<file path="src/rtl/alu_pkg.sv">
// Shared ALU definitions: datapath widths, shift op-codes and a bit-reverse helper.
package alu_pkg;

    localparam int WIDTH       = 32;
    localparam int SHIFT_WIDTH = 5;
    localparam int OPS         = 2;

    typedef enum logic [OPS-1:0] {
        LEFT_SHIFTL  = 2'b00,
        LEFT_SHIFTA  = 2'b01,
        RIGHT_SHIFTL = 2'b10,
        RIGHT_SHIFTA = 2'b11
    } shift_op_t;

    // Mirror a word end-for-end so a right-shift network can perform left shifts.
    function automatic logic [WIDTH-1:0] bit_reverse(input logic [WIDTH-1:0] value);
        logic [WIDTH-1:0] reversed;
        for (int i = 0; i < WIDTH; i++) begin
            reversed[i] = value[WIDTH-1-i];
        end
        return reversed;
    endfunction

endpackage

</file>
<file path="src/rtl/shift_core.sv">
// Stateless log-depth shifter: five right-shift stages of 1/2/4/8/16 bits.
// Left shifts reverse the operand on the way in and out of the network,
// so only one set of stage muxes is needed for both directions.
module shift_core
    import alu_pkg::*;
(
    input  logic [WIDTH-1:0]       data,
    input  logic [SHIFT_WIDTH-1:0] shift,
    input  logic [OPS-1:0]         op,
    output logic [WIDTH-1:0]       shifted
);

    localparam logic [WIDTH-1:0] ALL_ONES = '1;

    logic             is_left;
    logic             fill_bit;
    logic [WIDTH-1:0] stage [SHIFT_WIDTH+1];

    // Orient the operand, then let each shift bit enable one fixed-distance stage with sign or zero fill.
    always_comb begin
        is_left  = (op == LEFT_SHIFTL) || (op == LEFT_SHIFTA);
        fill_bit = (op == RIGHT_SHIFTA) ? data[WIDTH-1] : 1'b0;
        stage[0] = is_left ? bit_reverse(data) : data;
        for (int s = 0; s < SHIFT_WIDTH; s++) begin
            if (shift[s]) begin
                stage[s+1] = (stage[s] >> (1 << s))
                           | ({WIDTH{fill_bit}} & ~(ALL_ONES >> (1 << s)));
            end else begin
                stage[s+1] = stage[s];
            end
        end
        shifted = is_left ? bit_reverse(stage[SHIFT_WIDTH]) : stage[SHIFT_WIDTH];
    end

endmodule

</file>
<file path="src/rtl/barrel_shifter.sv">
// ALU shift unit: samples operands on start, registers the shifted value
// and pulses valid for one cycle for every accepted request.
module barrel_shifter
    import alu_pkg::*;
(
    input  logic                   clk,
    input  logic                   rst_n,
    input  logic [WIDTH-1:0]       data,
    input  logic [SHIFT_WIDTH-1:0] shift,
    input  logic [OPS-1:0]         op,
    input  logic                   start,
    output logic [WIDTH-1:0]       result,
    output logic                   valid
);

    logic [WIDTH-1:0] shifted;
    logic [WIDTH-1:0] result_d, result_q;
    logic             valid_d, valid_q;

    shift_core u_shift_core (
        .data    (data),
        .shift   (shift),
        .op      (op),
        .shifted (shifted)
    );

    // Capture a new result only on start; otherwise hold it and drop valid.
    always_comb begin
        result_d = start ? shifted : result_q;
        valid_d  = start;
    end

    // Output registers, cleared immediately when reset is asserted.
    always_ff @(posedge clk or negedge rst_n) begin
        if (!rst_n) begin
            result_q <= '0;
            valid_q  <= 1'b0;
        end else begin
            result_q <= result_d;
            valid_q  <= valid_d;
        end
    end

    assign result = result_q;
    assign valid  = valid_q;

endmodule

</file>
<file path="config.mk">
export PLATFORM = sky130hd
export DESIGN_NAME = barrel_shifter
export DESIGN_NICKNAME = d
export VERILOG_FILES = /design/src/rtl/alu_pkg.sv /design/src/rtl/shift_core.sv /design/src/rtl/barrel_shifter.sv
export SDC_FILE = /design/constraint.sdc
export NUM_CORES = 1
export LEC_CHECK = 0
export CAP_MARGIN = 10
export CORE_MARGIN = 1.5
export CORE_UTILIZATION = 52
export CTS_CLUSTER_DIAMETER = 50
export DETAILED_ROUTE_END_ITERATION = 10
export PLACE_DENSITY = 0.8
export SLEW_MARGIN = 30
export SYNTH_ARGS = -nofsm -noshare
export SYNTH_HDL_FRONTEND = slang
export SYNTH_SLANG_ARGS = --single-unit
</file>
<file path="constraint.sdc">
create_clock -name clk -period 1.85 [get_ports clk]
set_input_delay 0.2775 -clock clk [delete_from_list [all_inputs] [get_ports clk]]
set_output_delay 0.2775 -clock clk [all_outputs]
set_load 0.05 [all_outputs]
</file>
==> impl_metrics.prom, run 1 <==
# TYPE chip_impl_metric gauge
chip_impl_metric{name="placed_area",unit="sq um"} 6360
chip_impl_info{name="lastStage",value="global routing (5_1_grt)"} 1
chip_impl_metric{name="synth_edf_count",unit=""} 0
chip_impl_metric{name="die_w",unit="um"} 93.3
chip_impl_metric{name="floorplan.initialDensity",unit="%"} 54.4
chip_impl_metric{name="number_of_buffers_added_to_fix_hold_violations_after_cts",unit=""} 0
chip_impl_metric{name="grtUsageTotal",unit="%"} 81.4
chip_impl_metric{name="synth_sequential_area_ratio",unit="%"} 19.5
chip_impl_metric{name="hpwl",unit="um"} 16100
chip_impl_metric{name="io_buffers",unit=""} 74
chip_impl_info{name="error_line",value="[ERROR GRT-0232] Routing congestion too high. Check the congestion heatmap in the GUI."} 1
chip_impl_metric{name="async_reset_ff_share",unit="%"} 100
chip_impl_metric{name="syn_inst",unit=""} 507
chip_impl_metric{name="ys_warns",unit=""} 0
chip_impl_info{name="status",value="stopped before the end"} 1
chip_impl_metric{name="synth.distinct_cells",unit=""} 57
chip_impl_metric{name="postSynthAreaPerCell",unit="sq um"} 8.37
chip_impl_info{name="clock-root-buffer",value="sky130_fd_sc_hd__clkbuf_8"} 1
chip_impl_metric{name="grt_start_max_net_pins",unit=""} 34
chip_impl_metric{name="routabilityCongestion",unit=""} 1.11
chip_impl_metric{name="synth_nets",unit=""} 549
chip_impl_metric{name="postSynthRegisterBits",unit=""} 33
chip_impl_metric{name="synth_area",unit="sq um"} 4240
chip_impl_metric{name="dp_worst_setup_slack",unit="ns"} -1.13
chip_impl_metric{name="cts_htree_levels",unit=""} 2
chip_impl_metric{name="grt.overflow.total",unit=""} 82
chip_impl_metric{name="rows",unit=""} 32
chip_impl_metric{name="clock_sink_count",unit=""} 33
chip_impl_metric{name="inserted_clock_buffers",unit=""} 5
chip_impl_metric{name="boundaryPins",unit=""} 75
chip_impl_metric{name="die_height",unit="um"} 93.3
chip_impl_info{name="synthFlopType",value="sky130_fd_sc_hd__dfrtp_1"} 1
chip_impl_metric{name="cts_buffer_depth",unit=""} 2
[Yosys cell counts (9+ instances only)]
cell	number	area [sq um]
sky130_fd_sc_hd__mux2_2	26	293
sky130_fd_sc_hd__nor3_1	9	45.0
sky130_fd_sc_hd__inv_1	18	67.6
sky130_fd_sc_hd__nand2_1	62	233
sky130_fd_sc_hd__o211ai_1	10	75.1
sky130_fd_sc_hd__o221ai_1	15	131
sky130_fd_sc_hd__a31oi_1	9	56.3
sky130_fd_sc_hd__nand3_1	11	55.1
sky130_fd_sc_hd__mux4_2	26	586
sky130_fd_sc_hd__nor2_1	57	214
sky130_fd_sc_hd__o21ai_0	29	145
sky130_fd_sc_hd__dfrtp_1	33	826
sky130_fd_sc_hd__a21oi_1	20	100
sky130_fd_sc_hd__clkbuf_1	20	75.1
sky130_fd_sc_hd__a22oi_1	10	75.1
sky130_fd_sc_hd__mux2i_1	33	330
[timing repair]
item                       in CTS
pin swaps                      42
setup buffers                  34
setup endpoints to repair      32
cloned                          4
resized for setup             207
[stage by stage]
stage | setup TNS (ns) | instances
4_1_cts | -2.00 | 874
3_5_place_dp | -25.58 | 829
2_1_floorplan | -8.47 | 507
3_3_place_gp | -22.98 | 829
[per-layer routing]
metal  GRT overflow  GRT usage (%)
met1              0           83.2
met2             37           96.4
met3              0           62.6
met4             45           87.0
met5              0           18.6
[cell families after synthesis]
family	synth area share, %
flip-flops	19.5
buffers and inverters	5.75
AND/OR/NAND/NOR	16.0
AO/OA/AOI/OAI	28.8
multiplexers	29.8
XOR/XNOR	0.206
==> inputs of run 2 (changes only) <==
- CORE_UTILIZATION: 52 -> 37
- CTS_CLUSTER_DIAMETER: 50 -> unset
- PLACE_DENSITY: 0.8 -> unset
- PLACE_DENSITY_LB_ADDON: unset -> 0.15
==> impl_metrics.prom, run 2 <==
# TYPE chip_impl_metric gauge
chip_impl_info{name="synthTopCellsByCount",value="sky130_fd_sc_hd__nand2_1, sky130_fd_sc_hd__nor2_1, sky130_fd_sc_hd__dfrtp_1, sky130_fd_sc_hd__mux2i_1, sky130_fd_sc_hd__o21ai_0"} 1
chip_impl_info{name="synth_area_leaders",value="sky130_fd_sc_hd__dfrtp_1, sky130_fd_sc_hd__mux4_2, sky130_fd_sc_hd__mux2i_1, sky130_fd_sc_hd__mux2_2, sky130_fd_sc_hd__nand2_1"} 1
chip_impl_metric{name="synth_nets",unit=""} 549
chip_impl_metric{name="detail-route-antenna-nets",unit=""} 0
chip_impl_metric{name="async_reset_ff_share",unit="%"} 100
chip_impl_info{name="slowest_stage",value="sky130_fd_sc_hd__mux4_2"} 1
chip_impl_metric{name="final_period_minus_worst_setup_slack",unit="ns"} 2.14
chip_impl_info{name="clock-root-buffer",value="sky130_fd_sc_hd__clkbuf_16"} 1
chip_impl_metric{name="power.density",unit="nW/um^2"} 578
chip_impl_metric{name="grt_antenna_before_repair",unit=""} 0
chip_impl_info{name="synthMostInstantiatedCell",value="sky130_fd_sc_hd__nand2_1"} 1
chip_impl_metric{name="rows",unit=""} 38
chip_impl_metric{name="power_frac_clock",unit="%"} 18.9
chip_impl_metric{name="postSynthAreaPerCell",unit="sq um"} 8.37
chip_impl_metric{name="cts_buffer_depth",unit=""} 2
chip_impl_metric{name="internal_power",unit="mW"} 2.55
chip_impl_metric{name="inserted_clock_buffers",unit=""} 5
chip_impl_metric{name="critical_path_arrival",unit="ns"} 2.34
chip_impl_metric{name="setup-violations-final",unit=""} 32
chip_impl_info{name="crit_chain",value="buf_12 -> buf_12 -> buf_8 -> mux2i_4 -> mux4_2 -> a22o_1 -> a211oi_4 -> buf_4 -> o21ai_2 -> buf_4 -> o221ai_2"} 1
chip_impl_metric{name="initialDrtViolationCount",unit=""} 673
chip_impl_info{name="rsz0062_at_grt",value="yes"} 1
chip_impl_metric{name="fin_total_pwr",unit="mW"} 4.45
chip_impl_metric{name="die_area",unit="sq um"} 12100
chip_impl_metric{name="hpwl",unit="um"} 17200
chip_impl_info{name="nature_of_the_critical_path_startpoint",value="input port"} 1
chip_impl_metric{name="drive_gt1_share",unit="%"} 55.6
chip_impl_metric{name="crit_fanout",unit=""} 7
chip_impl_metric{name="clock_sink_count",unit=""} 33
chip_impl_metric{name="sw_pwr",unit="mW"} 1.90
chip_impl_metric{name="max_freq",unit="GHz"} 0.468
chip_impl_info{name="tritoncts",value="yes"} 1
chip_impl_metric{name="max_cap_viol_count",unit=""} 0
chip_impl_metric{name="netlist.area_leader.share",unit="%"} 19.5
chip_impl_metric{name="tightestPinTransition",unit="ns"} 0.609
chip_impl_metric{name="syn_inst",unit=""} 507
chip_impl_info{name="top_library_cells_by_usage_in_the_layout_fill_and_taps_aside",value="sky130_fd_sc_hd__buf_4, sky130_fd_sc_hd__nand2_1, sky130_fd_sc_hd__nor2_1"} 1
chip_impl_metric{name="io_buffers",unit=""} 74
chip_impl_info{name="setup.worst_path.end_class",value="flip-flop"} 1
chip_impl_metric{name="drt-pass1-iter-count",unit=""} 5
chip_impl_metric{name="clock-skew-final",unit="ns"} 0
chip_impl_metric{name="largest_reg_flops",unit=""} 32
chip_impl_metric{name="synth_area",unit="sq um"} 4240
chip_impl_metric{name="grt_start_max_net_pins",unit=""} 34
chip_impl_metric{name="r2r.worst_path.cells",unit=""} 3
chip_impl_metric{name="vdd_ir_drop_max",unit="uV"} 388
chip_impl_metric{name="boundaryPins",unit=""} 75
chip_impl_metric{name="finalWorstSetupSlack",unit="ns"} -0.285
chip_impl_info{name="synthFlopType",value="sky130_fd_sc_hd__dfrtp_1"} 1
chip_impl_metric{name="clkTransAtPathRegs",unit="ns"} 0.06
chip_impl_info{name="status",value="finished with violations"} 1
chip_impl_metric{name="cp_slowest_stage_delay",unit="ns"} 0.55
chip_impl_metric{name="switching_share",unit="%"} 42.7
chip_impl_metric{name="core-area",unit="sq um"} 11000
chip_impl_metric{name="routed_wire_length_per_instance",unit="um"} 24.9
chip_impl_metric{name="power_frac_comb",unit="%"} 61.3
chip_impl_metric{name="synth_sequential_area_ratio",unit="%"} 19.5
chip_impl_metric{name="final_period_utilization",unit="%"} 115
chip_impl_metric{name="via_count_of_the_first_global_routing_pass",unit=""} 5691
chip_impl_metric{name="ys_warns",unit=""} 0
chip_impl_info{name="holdCritPathClass",value="in -> async"} 1
chip_impl_metric{name="worstPathRequired",unit="ns"} 2.05
chip_impl_metric{name="design_area",unit="sq um"} 7690
chip_impl_metric{name="seqPwrFrac",unit="%"} 19.8
chip_impl_metric{name="die_height",unit="um"} 110
chip_impl_metric{name="routabilityCongestion",unit=""} 1.00
chip_impl_metric{name="antenna_cells_inserted",unit=""} 0
chip_impl_info{name="worstSetupPathType",value="in -> reg"} 1
chip_impl_metric{name="vias",unit=""} 5902
chip_impl_metric{name="cellLeakagePower",unit="nW"} 3.37
chip_impl_metric{name="synth.distinct_cells",unit=""} 57
chip_impl_info{name="failed_checks",value="setup timing"} 1
chip_impl_metric{name="first_pass_grt_wire_length",unit="um"} 33900
chip_impl_metric{name="final.hold.worst_slack",unit="ns"} 0.416
chip_impl_metric{name="floorplan.initialDensity",unit="%"} 38.5
chip_impl_metric{name="maxSlewHeadroom",unit="%"} 59.2
chip_impl_metric{name="final-hold-violation-count",unit=""} 0
chip_impl_metric{name="grtUsageTotal",unit="%"} 38.3
chip_impl_metric{name="design.final.nets",unit=""} 836
chip_impl_metric{name="postSynthRegisterBits",unit=""} 33
chip_impl_metric{name="cts_htree_levels",unit=""} 2
chip_impl_info{name="netlist.top_cell.by_area",value="sky130_fd_sc_hd__dfrtp_1"} 1
chip_impl_metric{name="grt.overflow.total",unit=""} 0
chip_impl_info{name="final_common_cell",value="sky130_fd_sc_hd__buf_4"} 1
chip_impl_metric{name="placed_area",unit="sq um"} 6550
chip_impl_metric{name="synth_edf_count",unit=""} 0
chip_impl_metric{name="vias_per_cell",unit=""} 6.31
chip_impl_metric{name="dp_worst_setup_slack",unit="ns"} -1.01
chip_impl_metric{name="remaining_drc_errors",unit=""} 0
chip_impl_metric{name="final-max-slew-violation-count",unit=""} 0
chip_impl_metric{name="die_w",unit="um"} 110
chip_impl_metric{name="flow.area_growth_from_synthesis",unit="%"} 81.2
chip_impl_metric{name="final_routed_wirelength",unit="um"} 23300
chip_impl_metric{name="worst_skew_pair_latency",unit="ns"} 0.29
chip_impl_metric{name="number_of_buffers_added_to_fix_hold_violations_after_cts",unit=""} 0
## run 2: cell counts after synthesis
No cell type changed its count.
## run 2: final timing paths
kind | startpoint | slack [ns] | endpoint
setup / recovery | op[1] | -0.29 | result[16]
setup reg to reg | result[20] | 0.90 | result[20]
hold / removal | rst_n | 0.42 | result[14]
max in group asynchronous | rst_n | 1.09 | result[8]
hold reg to reg | result[9] | 0.50 | result[9]
min in group clk | result[9] | 0.50 | result[9]
## run 2: area by class of cell
| class | instances | area [sq um] |
|---|---|---|
| sequential | 33 | 826 |
| fill | 860 | 3340 |
| tap | 140 | 175 |
| multi-input combinational | 417 | 3810 |
| timing repair buffer | 318 | 2670 |
| clock buffer | 6 | 129 |
| clock inverter | 2 | 10.0 |
| inverter | 19 | 71.3 |
## run 2: worst max-delay path, delay by kind of cell
kind,cells,cell delay [ns]
multiplexers,2,0.74
buffers and inverters,5,0.71
AO/OA/AOI/OAI,4,0.60
## run 2: metal layers
layer	share of wire, %	global-route usage [%]	routed length (um)	up-vias
li1	-	-	-	2565
met1	40	49.3	9250	2847
met2	45	61.1	10600	406
met3	10	8.29	2350	84
met4	4.8	18.5	1120	0
met5	0	0	0	-
## run 2: cell families (layout without fill, tap and decap cells)
family	after synthesis	after routing	share of synthesized area [%]
AO/OA/AOI/OAI	167	167	28.8
flip-flops	33	33	19.5
AND/OR/NAND/NOR	160	160	16.0
XOR/XNOR	1	1	0.206
multiplexers	89	89	29.8
buffers and inverters	57	345	5.75
## run 2: metrics by stage
step / util [%] / setup TNS (ns) / cells
after floorplan: - / -8.47 / 507
after global placement: 59.4 / -26.46 / 887
after detailed placement: 59.4 / -28.01 / 887
after CTS: 66.2 / -6.03 / 928
after global routing: 69.7 / -7.53 / 935
final: 69.7 / -6.56 / 935
## run 2: repair_timing
action	CTS	global route
cloned	2	1
gates resized for setup	193	72
setup endpoints to repair	32	32
buffers inserted	31	6
pin swaps	40	38
## run 2: power by group through the flow
stage	Clock (mW)	Sequential, mW	Combinational, mW
finish	0.840	0.881	2.73
global route	0.879	0.892	2.84
CTS	0.847	0.880	2.49
detailed placement	0	0.891	2.27
global placement	0	0.885	2.26
floorplan	0	1.24	0.842
Power figures use the tool's default switching activity.
